### src/rtl/slice_adder_sequencer_if.sv
// Request, result and slice-side signals of the slice adder sequencer.
// master: requester/slice owner side; slave: sequencer side.
interface slice_adder_sequencer_if #(
  parameter int unsigned WIDTH = 32
);
  logic             valid_i;
  logic             ready_o;
  logic [WIDTH-1:0] operand1_i;
  logic [WIDTH-1:0] operand2_i;
  logic             carry_i;
  logic             sub_i;
  logic [3:0]       slice_op1_o;
  logic [3:0]       slice_op2_o;
  logic             slice_carry_o;
  logic             slice_en_o;
  logic [3:0]       slice_sum_i;
  logic             slice_carry_i;
  logic             valid_o;
  logic             ready_i;
  logic [WIDTH-1:0] sum_o;
  logic             carry_o;
  logic             overflow_o;
  logic             busy_o;

  modport master (
    output valid_i, operand1_i, operand2_i, carry_i, sub_i, ready_i,
           slice_sum_i, slice_carry_i,
    input  ready_o, slice_op1_o, slice_op2_o, slice_carry_o, slice_en_o,
           valid_o, sum_o, carry_o, overflow_o, busy_o
  );

  modport slave (
    input  valid_i, operand1_i, operand2_i, carry_i, sub_i, ready_i,
           slice_sum_i, slice_carry_i,
    output ready_o, slice_op1_o, slice_op2_o, slice_carry_o, slice_en_o,
           valid_o, sum_o, carry_o, overflow_o, busy_o
  );
endinterface

### src/rtl/slice_adder_sequencer.sv
// Wide add/subtract sequenced through one external 4-bit adder slice,
// one nibble per cycle LSB first, carry chained through a register.
module slice_adder_sequencer #(
  parameter int unsigned WIDTH = 32
) (
  input logic                   clk_i,
  input logic                   rst_i,
  slice_adder_sequencer_if.slave bus
);
  localparam int unsigned NIBBLES = WIDTH / 4;
  localparam int unsigned IDX_W   = (NIBBLES > 1) ? $clog2(NIBBLES) : 1;

  typedef enum logic [1:0] {
    IDLE = 2'd0,
    RUN  = 2'd1,
    DONE = 2'd2
  } state_e;

  state_e state, state_nxt;

  logic [WIDTH-1:0] a_q, b_q, acc_q, sum_q;
  logic [IDX_W-1:0] idx_q;
  logic             c_q, a_msb_q, b_msb_q;
  logic             carry_q, ovf_q;
  logic             ready_q, valid_q, en_q, busy_q;

  logic             accept_c, last_c;
  logic [WIDTH+3:0] acc_ext_c;
  logic [WIDTH-1:0] acc_nxt_c;

  always_ff @(posedge clk_i) begin
    if (rst_i) state <= IDLE;
    else       state <= state_nxt;
  end

  // Next state; the result accumulator fills from the top so the last
  // pass leaves every nibble in place.
  always_comb begin
    state_nxt = state;
    accept_c  = 1'b0;
    last_c    = 1'b0;
    acc_ext_c = {bus.slice_sum_i, acc_q};
    acc_nxt_c = acc_ext_c[WIDTH+3:4];
    case (state)
      IDLE: begin
        if (bus.valid_i && ready_q) begin
          accept_c  = 1'b1;
          state_nxt = RUN;
        end
      end
      RUN: begin
        if (idx_q == IDX_W'(NIBBLES - 1)) begin
          last_c    = 1'b1;
          state_nxt = DONE;
        end
      end
      DONE: begin
        if (bus.ready_i) state_nxt = IDLE;
      end
      default: state_nxt = IDLE;
    endcase
  end

  // Operands shift right each pass, so the slice always sees bits [3:0]
  // and they drain to zero by the time RUN ends.
  always_ff @(posedge clk_i) begin
    if (rst_i) begin
      a_q     <= '0;
      b_q     <= '0;
      acc_q   <= '0;
      sum_q   <= '0;
      idx_q   <= '0;
      c_q     <= 1'b0;
      a_msb_q <= 1'b0;
      b_msb_q <= 1'b0;
      carry_q <= 1'b0;
      ovf_q   <= 1'b0;
      ready_q <= 1'b1;
      valid_q <= 1'b0;
      en_q    <= 1'b0;
      busy_q  <= 1'b0;
    end else begin
      ready_q <= (state_nxt == IDLE);
      valid_q <= (state_nxt == DONE);
      en_q    <= (state_nxt == RUN);
      busy_q  <= (state_nxt != IDLE);
      if (accept_c) begin
        a_q     <= bus.operand1_i;
        b_q     <= bus.sub_i ? ~bus.operand2_i : bus.operand2_i;
        c_q     <= bus.sub_i ? 1'b1 : bus.carry_i;
        a_msb_q <= bus.operand1_i[WIDTH-1];
        b_msb_q <= bus.sub_i ? ~bus.operand2_i[WIDTH-1] : bus.operand2_i[WIDTH-1];
        acc_q   <= '0;
        idx_q   <= '0;
      end else if (state == RUN) begin
        a_q   <= a_q >> 4;
        b_q   <= b_q >> 4;
        acc_q <= acc_nxt_c;
        if (last_c) begin
          idx_q   <= '0;
          c_q     <= 1'b0;
          sum_q   <= acc_nxt_c;
          carry_q <= bus.slice_carry_i;
          ovf_q   <= (a_msb_q == b_msb_q) && (acc_nxt_c[WIDTH-1] != a_msb_q);
        end else begin
          idx_q <= idx_q + IDX_W'(1);
          c_q   <= bus.slice_carry_i;
        end
      end
    end
  end

  assign bus.ready_o       = ready_q;
  assign bus.valid_o       = valid_q;
  assign bus.busy_o        = busy_q;
  assign bus.slice_en_o    = en_q;
  assign bus.slice_op1_o   = a_q[3:0];
  assign bus.slice_op2_o   = b_q[3:0];
  assign bus.slice_carry_o = c_q;
  assign bus.sum_o         = sum_q;
  assign bus.carry_o       = carry_q;
  assign bus.overflow_o    = ovf_q;
endmodule

### src/flat_wrapper.sv
// flat-port wrapper written by rule: the top's interface ports become plain ports
module slice_adder_sequencer_flat 
#(
  parameter int unsigned WIDTH = 32
)
  (clk_i, rst_i, bus_valid_i, bus_operand1_i, bus_operand2_i, bus_carry_i, bus_sub_i, bus_ready_i, bus_slice_sum_i, bus_slice_carry_i, bus_ready_o, bus_slice_op1_o, bus_slice_op2_o, bus_slice_carry_o, bus_slice_en_o, bus_valid_o, bus_sum_o, bus_carry_o, bus_overflow_o, bus_busy_o);
  slice_adder_sequencer_if #(.WIDTH(WIDTH)) bus_i ();
  input logic clk_i;
  input logic rst_i;
  input wire logic [$bits(bus_i.valid_i)-1:0] bus_valid_i;
  input wire logic [$bits(bus_i.operand1_i)-1:0] bus_operand1_i;
  input wire logic [$bits(bus_i.operand2_i)-1:0] bus_operand2_i;
  input wire logic [$bits(bus_i.carry_i)-1:0] bus_carry_i;
  input wire logic [$bits(bus_i.sub_i)-1:0] bus_sub_i;
  input wire logic [$bits(bus_i.ready_i)-1:0] bus_ready_i;
  input wire logic [$bits(bus_i.slice_sum_i)-1:0] bus_slice_sum_i;
  input wire logic [$bits(bus_i.slice_carry_i)-1:0] bus_slice_carry_i;
  output wire logic [$bits(bus_i.ready_o)-1:0] bus_ready_o;
  output wire logic [$bits(bus_i.slice_op1_o)-1:0] bus_slice_op1_o;
  output wire logic [$bits(bus_i.slice_op2_o)-1:0] bus_slice_op2_o;
  output wire logic [$bits(bus_i.slice_carry_o)-1:0] bus_slice_carry_o;
  output wire logic [$bits(bus_i.slice_en_o)-1:0] bus_slice_en_o;
  output wire logic [$bits(bus_i.valid_o)-1:0] bus_valid_o;
  output wire logic [$bits(bus_i.sum_o)-1:0] bus_sum_o;
  output wire logic [$bits(bus_i.carry_o)-1:0] bus_carry_o;
  output wire logic [$bits(bus_i.overflow_o)-1:0] bus_overflow_o;
  output wire logic [$bits(bus_i.busy_o)-1:0] bus_busy_o;
  assign bus_i.valid_i = bus_valid_i;
  assign bus_i.operand1_i = bus_operand1_i;
  assign bus_i.operand2_i = bus_operand2_i;
  assign bus_i.carry_i = bus_carry_i;
  assign bus_i.sub_i = bus_sub_i;
  assign bus_i.ready_i = bus_ready_i;
  assign bus_i.slice_sum_i = bus_slice_sum_i;
  assign bus_i.slice_carry_i = bus_slice_carry_i;
  assign bus_ready_o = bus_i.ready_o;
  assign bus_slice_op1_o = bus_i.slice_op1_o;
  assign bus_slice_op2_o = bus_i.slice_op2_o;
  assign bus_slice_carry_o = bus_i.slice_carry_o;
  assign bus_slice_en_o = bus_i.slice_en_o;
  assign bus_valid_o = bus_i.valid_o;
  assign bus_sum_o = bus_i.sum_o;
  assign bus_carry_o = bus_i.carry_o;
  assign bus_overflow_o = bus_i.overflow_o;
  assign bus_busy_o = bus_i.busy_o;
  slice_adder_sequencer #(.WIDTH(WIDTH)) u_core (.clk_i(clk_i), .rst_i(rst_i), .bus(bus_i));
endmodule
### config.mk
export PLATFORM = sky130hd
export DESIGN_NAME = slice_adder_sequencer_flat
export DESIGN_NICKNAME = d
export VERILOG_FILES = /design/src/rtl/slice_adder_sequencer_if.sv /design/src/rtl/slice_adder_sequencer.sv /design/src/flat_wrapper.sv
export SDC_FILE = /design/constraint.sdc
export NUM_CORES = 1
export LEC_CHECK = 0
export ABC_AREA = 1
export BUFFER_PORTS_ARGS = -buffer_cell sky130_fd_sc_hd__buf_2
export CAP_MARGIN = 20
export CORE_MARGIN = 4
export CORE_UTILIZATION = 50
export DETAILED_ROUTE_END_ITERATION = 8
export PLACE_DENSITY = 0.74
export REMOVE_ABC_BUFFERS = 1
export SLEW_MARGIN = 20
export SYNTH_ARGS = -nofsm -noshare
export SYNTH_HDL_FRONTEND = slang
export SYNTH_SLANG_ARGS = --single-unit
export TNS_END_PERCENT = 10
### constraint.sdc
create_clock -name clk_i -period 2 [get_ports clk_i]
set_input_delay 0.4 -clock clk_i [delete_from_list [all_inputs] [get_ports clk_i]]
set_output_delay 0.4 -clock clk_i [all_outputs]
set_load 0.005 [all_outputs]
# Yosys cells after proc, flatten, opt, wreduce, memory -nomap -nowiden
# Index checks and enable logic that the tools add are counted.
dict set report totals {
  regBits 142
  input_bits 75
  out_inout_bits 47
  elab_cells 53
}
dict set report op_classes {
  n_addsub 1
  eq_ne 7
  mux 19
  n_bitwise 3
  n_reduce_logical 8
}
# op count
set ops {}
lappend ops {{$mux W32} 5}
lappend ops {{$not A32 Y32} 1}
lappend ops {{$mux W1} 9}
lappend ops {{$mux W2} 3}
lappend ops {{$pmux W2 S3} 1}
lappend ops {{$eq A2 B1 Y1 const B} 2}
lappend ops {{$eq A2 B2 Y1 const B} 2}
lappend ops {{$logic_not A2 Y1} 2}
lappend ops {{$reduce_bool A2 Y1} 2}
lappend ops {{$add A3 B1 Y3 const B} 1}
lappend ops {{$eq A3 B3 Y1 const B} 1}
lappend ops {{$mux W3} 1}
lappend ops {{$reduce_and A3 Y1} 1}
lappend ops {{$logic_and A1 B1 Y1} 2}
lappend ops {{$not A1 Y1} 2}
lappend ops {{$reduce_or A2 Y1} 1}
lappend ops {{$eq A1 B1 Y1} 1}
lappend ops {{$ne A1 B1 Y1} 1}

# Depth between registers and ports, before layout
# Gate-level depths: netlist (run 1).
dict set report logic_depth {
  word_depth 6
  depth_mapped 8
  depth_no_buf 7
}

# Worst setup path before layout (run 1)
# OpenSTA, ideal clock, no wires.
dict set report synth_path {
  path_type {register -> register}
  startpoint {reg u_core.idx_q[0]}
  endpoint {reg u_core.ovf_q (netlist: u_core.bus.overflow_o)}
  arrival_ns 1.257
  required_time_ns 1.884
  path_slack_ns 0.627
  path_stages_with_launch 9
  n_path_buf 1
  synth_period_minus_slack_ns 1.373
  path_cell_list {dfxtp_1 -> ha_1 -> ha_1 -> inv_1 -> nor2_2 -> inv_2 -> buf_2 -> nor2_1 -> nor2_1}
}
dict set report synth_between {
  elab_chain_cells 4
}
# element line
set synth_rtl {}
lappend synth_rtl {{from (decl)} slice_adder_sequencer.sv:22} ;# logic [IDX_W-1:0] idx_q;
lappend synth_rtl {{from (signal assigned)} slice_adder_sequencer.sv:106} ;# idx_q <= idx_q + IDX_W'(1);
lappend synth_rtl {{$eq A3 B3 Y1} slice_adder_sequencer.sv:52} ;# if (idx_q == IDX_W'(NIBBLES - 1)) begin
lappend synth_rtl {{$mux W1} slice_adder_sequencer.sv:52}
lappend synth_rtl {{$mux W1} slice_adder_sequencer.sv:44} ;# case (state)
lappend synth_rtl {{$reduce_and A3 Y1 (no line)} n/a}
lappend synth_rtl {{to (signal assigned)} slice_adder_sequencer.sv:104} ;# ovf_q <= (a_msb_q == b_msb_q) && (acc_nxt_c[WIDTH-1] != a_msb_q);
lappend synth_rtl {{to (decl)} slice_adder_sequencer.sv:24} ;# logic carry_q, ovf_q;
# Every way passes these cells.
# A chain may end at the register's enable or synchronous reset.

# Worst setup path in the final report (run 1)
dict set report layout_path {
  startpoint {reg u_core.state[1]}
  endpoint {reg u_core.a_q[3]}
}
dict set report layout_between {
  elab_chain_cells 3
  word_cells_on_any_way 5
  classes_between {eq/ne (1); mux (2); reduce/logical (2)}
}
# element line
set layout_rtl {}
lappend layout_rtl {{from (decl)} slice_adder_sequencer.sv:19} ;# state_e state, state_nxt;
lappend layout_rtl {{from (signal assigned)} slice_adder_sequencer.sv:33} ;# else state <= state_nxt;
lappend layout_rtl {{$logic_not A2 Y1} slice_adder_sequencer.sv:44}
lappend layout_rtl {{$mux W1} slice_adder_sequencer.sv:44}
lappend layout_rtl {{$mux W32 or $reduce_bool A2 Y1 (tied branches)} n/a}
lappend layout_rtl {{to (signal assigned)} slice_adder_sequencer.sv:88} ;# a_q <= bus.operand1_i;
lappend layout_rtl {{to (signal assigned)} slice_adder_sequencer.sv:96} ;# a_q <= a_q >> 4;
lappend layout_rtl {{to (decl)} slice_adder_sequencer.sv:21} ;# logic [WIDTH-1:0] a_q, b_q, acc_q, sum_q;
# Parallel ways exist; a longest one is shown, timed or not.

==> run_results.csv, run 1 <==
group,metric,value,unit
route,vias_per_cell,4.97,
timing,setup_viol,0,
pwr,p_seq_share,41.3,%
cells_and_area,drive_gt1_share,19.1,%
route,vias,5402,
pwr,finalPower,7.18,mW
global_route,grt_overflow,0,
route,wl_per_cell,12.7,um
setup_path,critPathMaxFanout,18,
placement,preCtsSetupSlack,0.460,ns
setup_path,cpPeakStageDelay,0.45,ns
setup_path,startpoint_type,"register",
placement,dp_cells,1056,
pwr,swShare,25.6,%
synthesis,netlist_area,6000,um2
clock_network,holdBufCountCts,0,
synthesis,yosys.area.top_type,"dfxtp_1",
hold_path,hp-class,"in2reg",
synthesis,ys_seq_elements,138,
synthesis,synth-edff-count,0,
clock_network,numCtsBuffers,17,
cells_and_area,syn_to_final_growth,21.6,%
global_route,grtUsageTotal,19.9,%
pwr,intPower,5.34,mW
setup_path,cp.arrival,1.92,ns
pwr,ir_worst_vdd,0.000489,V
global_route,grt_max_degree,73,
synthesis,synth_area_leaders,"dfxtp_1 (46%), nand2_1 (23%), a21oi_1 (9.8%)",
cells_and_area,finalNonFillerCells,1087,
cells_and_area,final_nets,1009,
clock_network,cts_root_buffer,"clkbuf_16",
setup_path,critical_path_buf_inv_count,2,
run_status,status,"finished, final reports clean",
setup_path,crit_chain,"inv_2 -> nand2_4 -> buf_4 -> nand2_1 -> nor2_1 -> nor2_1 -> nor2_1",
clock_network,cts_max_path_buffers,2,
placement,port-buffer-count,121,
route,firstDrtPassIters,4,
pwr,power.share.clock,46.8,%
timing,fmax,636,MHz
pwr,leakage,3.23,nW
placement,place.detailed.hpwl,8520,um
placement,dpl_cell_area,6670,um2
clock_network,postCtsResizedCells,0,
timing,period_share,78.6,%
floorplanning,fp.dieH,118,um
setup_path,cpMaxStageDelayCell,"dfxtp_1",
global_route,grt_pass1_wl,23200,um
synthesis,yosysWarnings,0,
cells_and_area,design_area,7300,um2
route,drc_errors,0,
setup_path,critical_path_required,2.35,ns
global_route,grt_pass1_vias,4949,
synthesis,synthTopCellsByCount,"nand2_1 (360), dfxtp_1 (138), a21oi_1 (117)",
pwr,p_switching,1.84,mW
setup_path,critical_path_class,"reg2reg",
route,drt_iter0_markers,424,
clock_network,numClockSinks,138,
timing,setup_slack,0.427,ns
timing,fin_crit,1.57,ns
timing,rsz0062_at_grt,"no",
setup_path,crit_family,"simple AND/OR/NAND/NOR gates",
clock_network,post_cts_buffers,0,
placement,gp_congestion,0.756,
clock_network,cts.clk_slew.worst_paths,0.06,ns
cells_and_area,diodes,0,
route,drt-total-wl,13800,um
synthesis,synth_top_area_share,46.0,%
global_route,antenna_found_initial,0,
setup_path,worst_setup_path_end_kind,"register",
synthesis,synthMostInstantiatedCell,"nand2_1",
route,ant_nets,0,
synthesis,yosysSeqAreaShare,46.0,%
synthesis,yosys.cell_types.count,19,
floorplanning,fp-row-count,39,
floorplanning,core_area,11600,um2
clock_network,cts_tree,"done",
floorplanning,start_util,51.9,%
floorplanning,die_x,118,um
setup_path,crit_top_cell,"nor2_1",
timing,fin_skew,0.0135,ns
timing,max-slew-margin-rel,75.5,%
pwr,p_per_area,983,nW/um2
floorplanning,die-area,13800,um2
run,drv_cap,0,
synthesis,syn_inst,842,
timing,hold_ws,0.227,ns
synthesis,synthArstFlopShare,0,%
timing,worst_pin_slew,0.368,ns
clock_network,htree_levels,4,
clock_network,clock_latency,0.41,ns
timing,drv_slew,0,
synthesis,ys.flop_type,"dfxtp_1",
synthesis,avgSynthCellArea,7.13,um2
pwr,p_comb_share,11.9,%
timing,hold_viol,0,
floorplanning,io_pins,122,
cells_and_area,fin_util,63.1,%
timing,tns,0,ns
-- worst register-to-register path: stages, from the launching register on --
cell and delay (ns):
dfxtp_1 0.45, inv_2 0.08, nand2_4 0.21, buf_4 0.28, nand2_1 0.19, nor2_1 0.15, nor2_1 0.06, nor2_1 0.08
-- flip-flops by register name (all words and copies together), names as in the netlist --
register and flops:
u_core.b_q 32, u_core.idx_q 3, u_core.acc_q 28, u_core.bus.overflow_o 1, u_core.bus.carry_o 1, u_core.b_msb_q 1, u_core.bus.sum_o 32, u_core.bus.slice_carry_o 1
u_core.bus.busy_o 1, u_core.a_q 32, u_core.bus.slice_en_o 1, u_core.a_msb_q 1, u_core.state 2, u_core.bus.valid_o 1, u_core.bus.ready_o 1
-- per-layer routing --
metal  vias to the layer above  wire length, um  track usage, %
met2                       132             6290            32.0
met5                         -                0               0
met4                         0              139            5.86
li1                       2846                -               -
met1                      2416             6620            26.6
met3                         8              720            4.95
-- cells by family (layout without fill, tap and decap cells) --
logic type | Yosys count | count (layout) | synth area share (%)
buffers and inverters | 89 | 191 | 7.25
AO/OA/AOI/OAI | 131 | 131 | 11.0
adder cells (fa/ha/maj) | 2 | 2 | 0.417
AND/OR/NAND/NOR | 450 | 450 | 30.6
XOR/XNOR | 32 | 32 | 4.67
flip-flops | 138 | 138 | 46.0
-- layout make-up --
type / count / area, um2
Fill cell: 1101 / 4260
Tap cell: 143 / 179
Timing Repair Buffer: 140 / 826
Multi-Input combinational cell: 615 / 2820
Inverter: 20 / 75.1
Clock inverter: 14 / 211
Sequential cell: 138 / 2760
Clock buffer: 17 / 425
-- layout by cell type (no fill, tap or decap), drive strengths merged, types with 3 or more instances in the layout --
cell,Yosys,final
nand2,360,360
buf,53,140
dfxtp,138,138
a21oi,117,117
nand3,36,36
xor2,31,31
nor2,28,28
inv,20,26
nand3b,25,25
clkbuf,16,17
o21ai,10,10
bufinv,0,4
o22ai,3,3
clkinv,0,3
-- path summary, 6_finish.rpt --
kind                                            from                    to  slack, ns  depth (start not counted)
worst max-delay path                 u_core.state[1]         u_core.a_q[3]       0.43                          7
worst min register to register  u_core.bus.sum_o[25]  u_core.bus.sum_o[25]       0.46                          2
worst min-delay path              bus_operand1_i[28]        u_core.a_q[28]       0.23                          3
worst max register to register       u_core.state[1]         u_core.a_q[3]       0.43                          7
-- power groups by stage --
stage | Combinational (mW) | Clock, mW | Sequential, mW
2_1_floorplan | 0.500 | 0 | 3.01
3_3_place_gp | 0.849 | 0 | 3.02
3_5_place_dp | 0.859 | 0 | 3.02
4_1_cts | 0.865 | 3.41 | 2.96
5_1_grt | 0.971 | 3.53 | 2.98
6_report | 0.855 | 3.36 | 2.96
Note: power is estimated with default switching activity, not from simulation.
==> run 2: changes to the inputs <==
- CORE_UTILIZATION: 50 -> 49
- PLACE_DENSITY: 0.74 -> 0.75
- clock period: 2 -> 1.3 ns (I/O delays scaled with it)
==> run 2 against run 1 <==
Compared with the run above:
- the run now ends with setup timing left
- sequential power rose by 54%
- die area grew 1.9%
- total power increased by 56%
- register-to-register slack lost 0.57 ns
- design area rose by 9.5%
- wire length rose by 16%
- combinational power up 82%
- setup slack worse by 0.57 ns
- via count grew 6.3%
- utilization rose by 3.4 points
==> run_results.csv, run 2 (same netlist as run 1, synthesis figures left out) <==
group,metric,value,unit
run_status,status,"finished, violations left",
run_status,failed_checks,"setup timing",
floorplanning,io_pins,122,
global_route,grt_pass1_vias,5024,
setup_path,startpoint_type,"register",
floorplanning,die-area,14100,um2
cells_and_area,most-common-layout-cells,"nand2_1 (338), dfxtp_1 (134), buf_2 (120), a21oi_1 (109), nand3_1 (36)",
placement,place.detailed.hpwl,9130,um
cells_and_area,drive_gt1_share,25.8,%
pwr,p_per_area,1400,nW/um2
route,firstDrtPassIters,7,
route,drt-total-wl,16000,um
placement,gp_congestion,0.791,
setup_path,cpPeakStageDelay,0.36,ns
route,vias_per_cell,5.12,
clock_network,clock_latency,0.42,ns
route,drt_iter0_markers,504,
setup_path,crit_top_cell,"ha_4",
placement,port-buffer-count,121,
clock_network,numCtsBuffers,17,
timing,drv_slew,0,
placement,preCtsSetupSlack,-0.0990,ns
pwr,ir_worst_vdd,0.000633,V
clock_network,cts_root_buffer,"clkbuf_16",
setup_path,critical_path_buf_inv_count,3,
floorplanning,start_util,50.0,%
clock_network,holdBufCountCts,0,
hold_path,hp-class,"in2reg",
clock_network,cts_tree,"done",
timing,fin_crit,1.44,ns
route,wl_per_cell,14.3,um
setup_path,crit_family,"flip-flops",
global_route,grt_overflow,0,
pwr,leakage,3.49,nW
route,vias,5742,
timing,fin_skew,0.0132,ns
setup_path,cp.arrival,1.77,ns
timing,worst_pin_slew,0.377,ns
setup_path,cpMaxStageDelayCell,"dfxtp_2",
timing,setup_viol,64,
global_route,grt_pass1_wl,23700,um
cells_and_area,seqCellArea,2770,um2
cells_and_area,fill_cells,1006,
clock_network,numClockSinks,138,
placement,dpl_cell_area,6900,um2
floorplanning,fp.dieH,119,um
cells_and_area,final_common_cell,"nand2_1",
setup_path,critPathMaxFanout,12,
route,ant_nets,0,
setup_path,worst_setup_path_end_kind,"register",
timing,hold_viol,0,
global_route,grt_max_degree,81,
cells_and_area,fin_util,66.5,%
floorplanning,core_area,12000,um2
clock_network,cts_max_path_buffers,2,
global_route,grtUsageTotal,20.3,%
cells_and_area,design_area,7990,um2
timing,rsz0062_at_grt,"yes",
setup_path,critical_path_required,1.63,ns
floorplanning,fp-row-count,40,
timing,period_share,111,%
global_route,antenna_found_initial,1,
setup_path,crit_chain,"ha_4 -> ha_4 -> inv_4 -> nor2_4 -> buf_12 -> clkbuf_16 -> nand2_1 -> a21oi_1",
cells_and_area,syn_to_final_growth,33.1,%
cells_and_area,final_nets,1037,
timing,tns,-3.75,ns
run,drv_cap,0,
clock_network,cts.clk_slew.worst_paths,0.06,ns
timing,max-slew-margin-rel,74.9,%
route,drc_errors,0,
setup_path,critical_path_class,"reg2reg",
floorplanning,die_x,119,um
cells_and_area,multiInputGateArea,2990,um2
timing,fmax,694,MHz
clock_network,htree_levels,4,
timing,setup_slack,-0.141,ns
run 2: report_power, final:
part           total (mW)  internal (mW)  switching (mW)
Clock                5.10           3.30            1.80
Sequential           4.56           4.45           0.112
Combinational        1.56          0.674           0.882
Total                11.2           8.43            2.80
run 2: repair_timing:
action	CTS	global route
setup endpoints to repair	76	135
gates resized for setup	15	53
buffers inserted	2	2
cloned	1	7
pin swaps	2	7
run 2: final cells by class:
| cell class | count | area share, % |
|---|---|---|
| clock buffers | 20 | 5.71 |
| multi-input cells | 615 | 37.4 |
| inverters | 20 | 1.13 |
| flip-flops and latches | 138 | 34.7 |
| clock inverters | 12 | 2.14 |
| well taps | 147 | 2.30 |
| diodes | 1 | 0.0313 |
| repair buffers | 168 | 16.6 |
run 2: per-layer routing:
| layer | global-route usage, % | part of all wire [%] | vias up | wire length [um] |
|---|---|---|---|---|
| met5 | 0 | 0 | - | 0 |
| met4 | 6.88 | 1.4 | 0 | 230 |
| met3 | 4.83 | 6.0 | 21 | 956 |
| met2 | 32.6 | 49 | 192 | 7780 |
| met1 | 26.7 | 44 | 2614 | 7030 |
| li1 | - | - | 2915 | - |
run 2: path summary, 6_finish.rpt:
path	startpoint	to	slack [ns]	cells past startpoint
worst max-delay path	u_core.idx_q[0]	u_core.bus.sum_o[21]	-0.14	8
worst min-delay path	bus_operand1_i[28]	u_core.a_q[28]	0.05	3
worst max register to register	u_core.idx_q[0]	u_core.bus.sum_o[21]	-0.14	8
worst min register to register	u_core.bus.sum_o[7]	u_core.bus.sum_o[7]	0.46	2
run 2: per-stage QoR:
step                cells  hold WS, ns  total power [mW]
global route         1121       0.0477              11.7
global placement     1076        0.443              6.05
finish               1121       0.0452              11.2
CTS                  1111       0.0373              11.2
floorplan             773        0.329              5.40
detailed placement   1076        0.451              6.07
run 2: tightest hold or removal path, cell delays in order:
cell and delay [ns]:
buf_2 0.07, nand2_1 0.04, o21ai_0 0.05
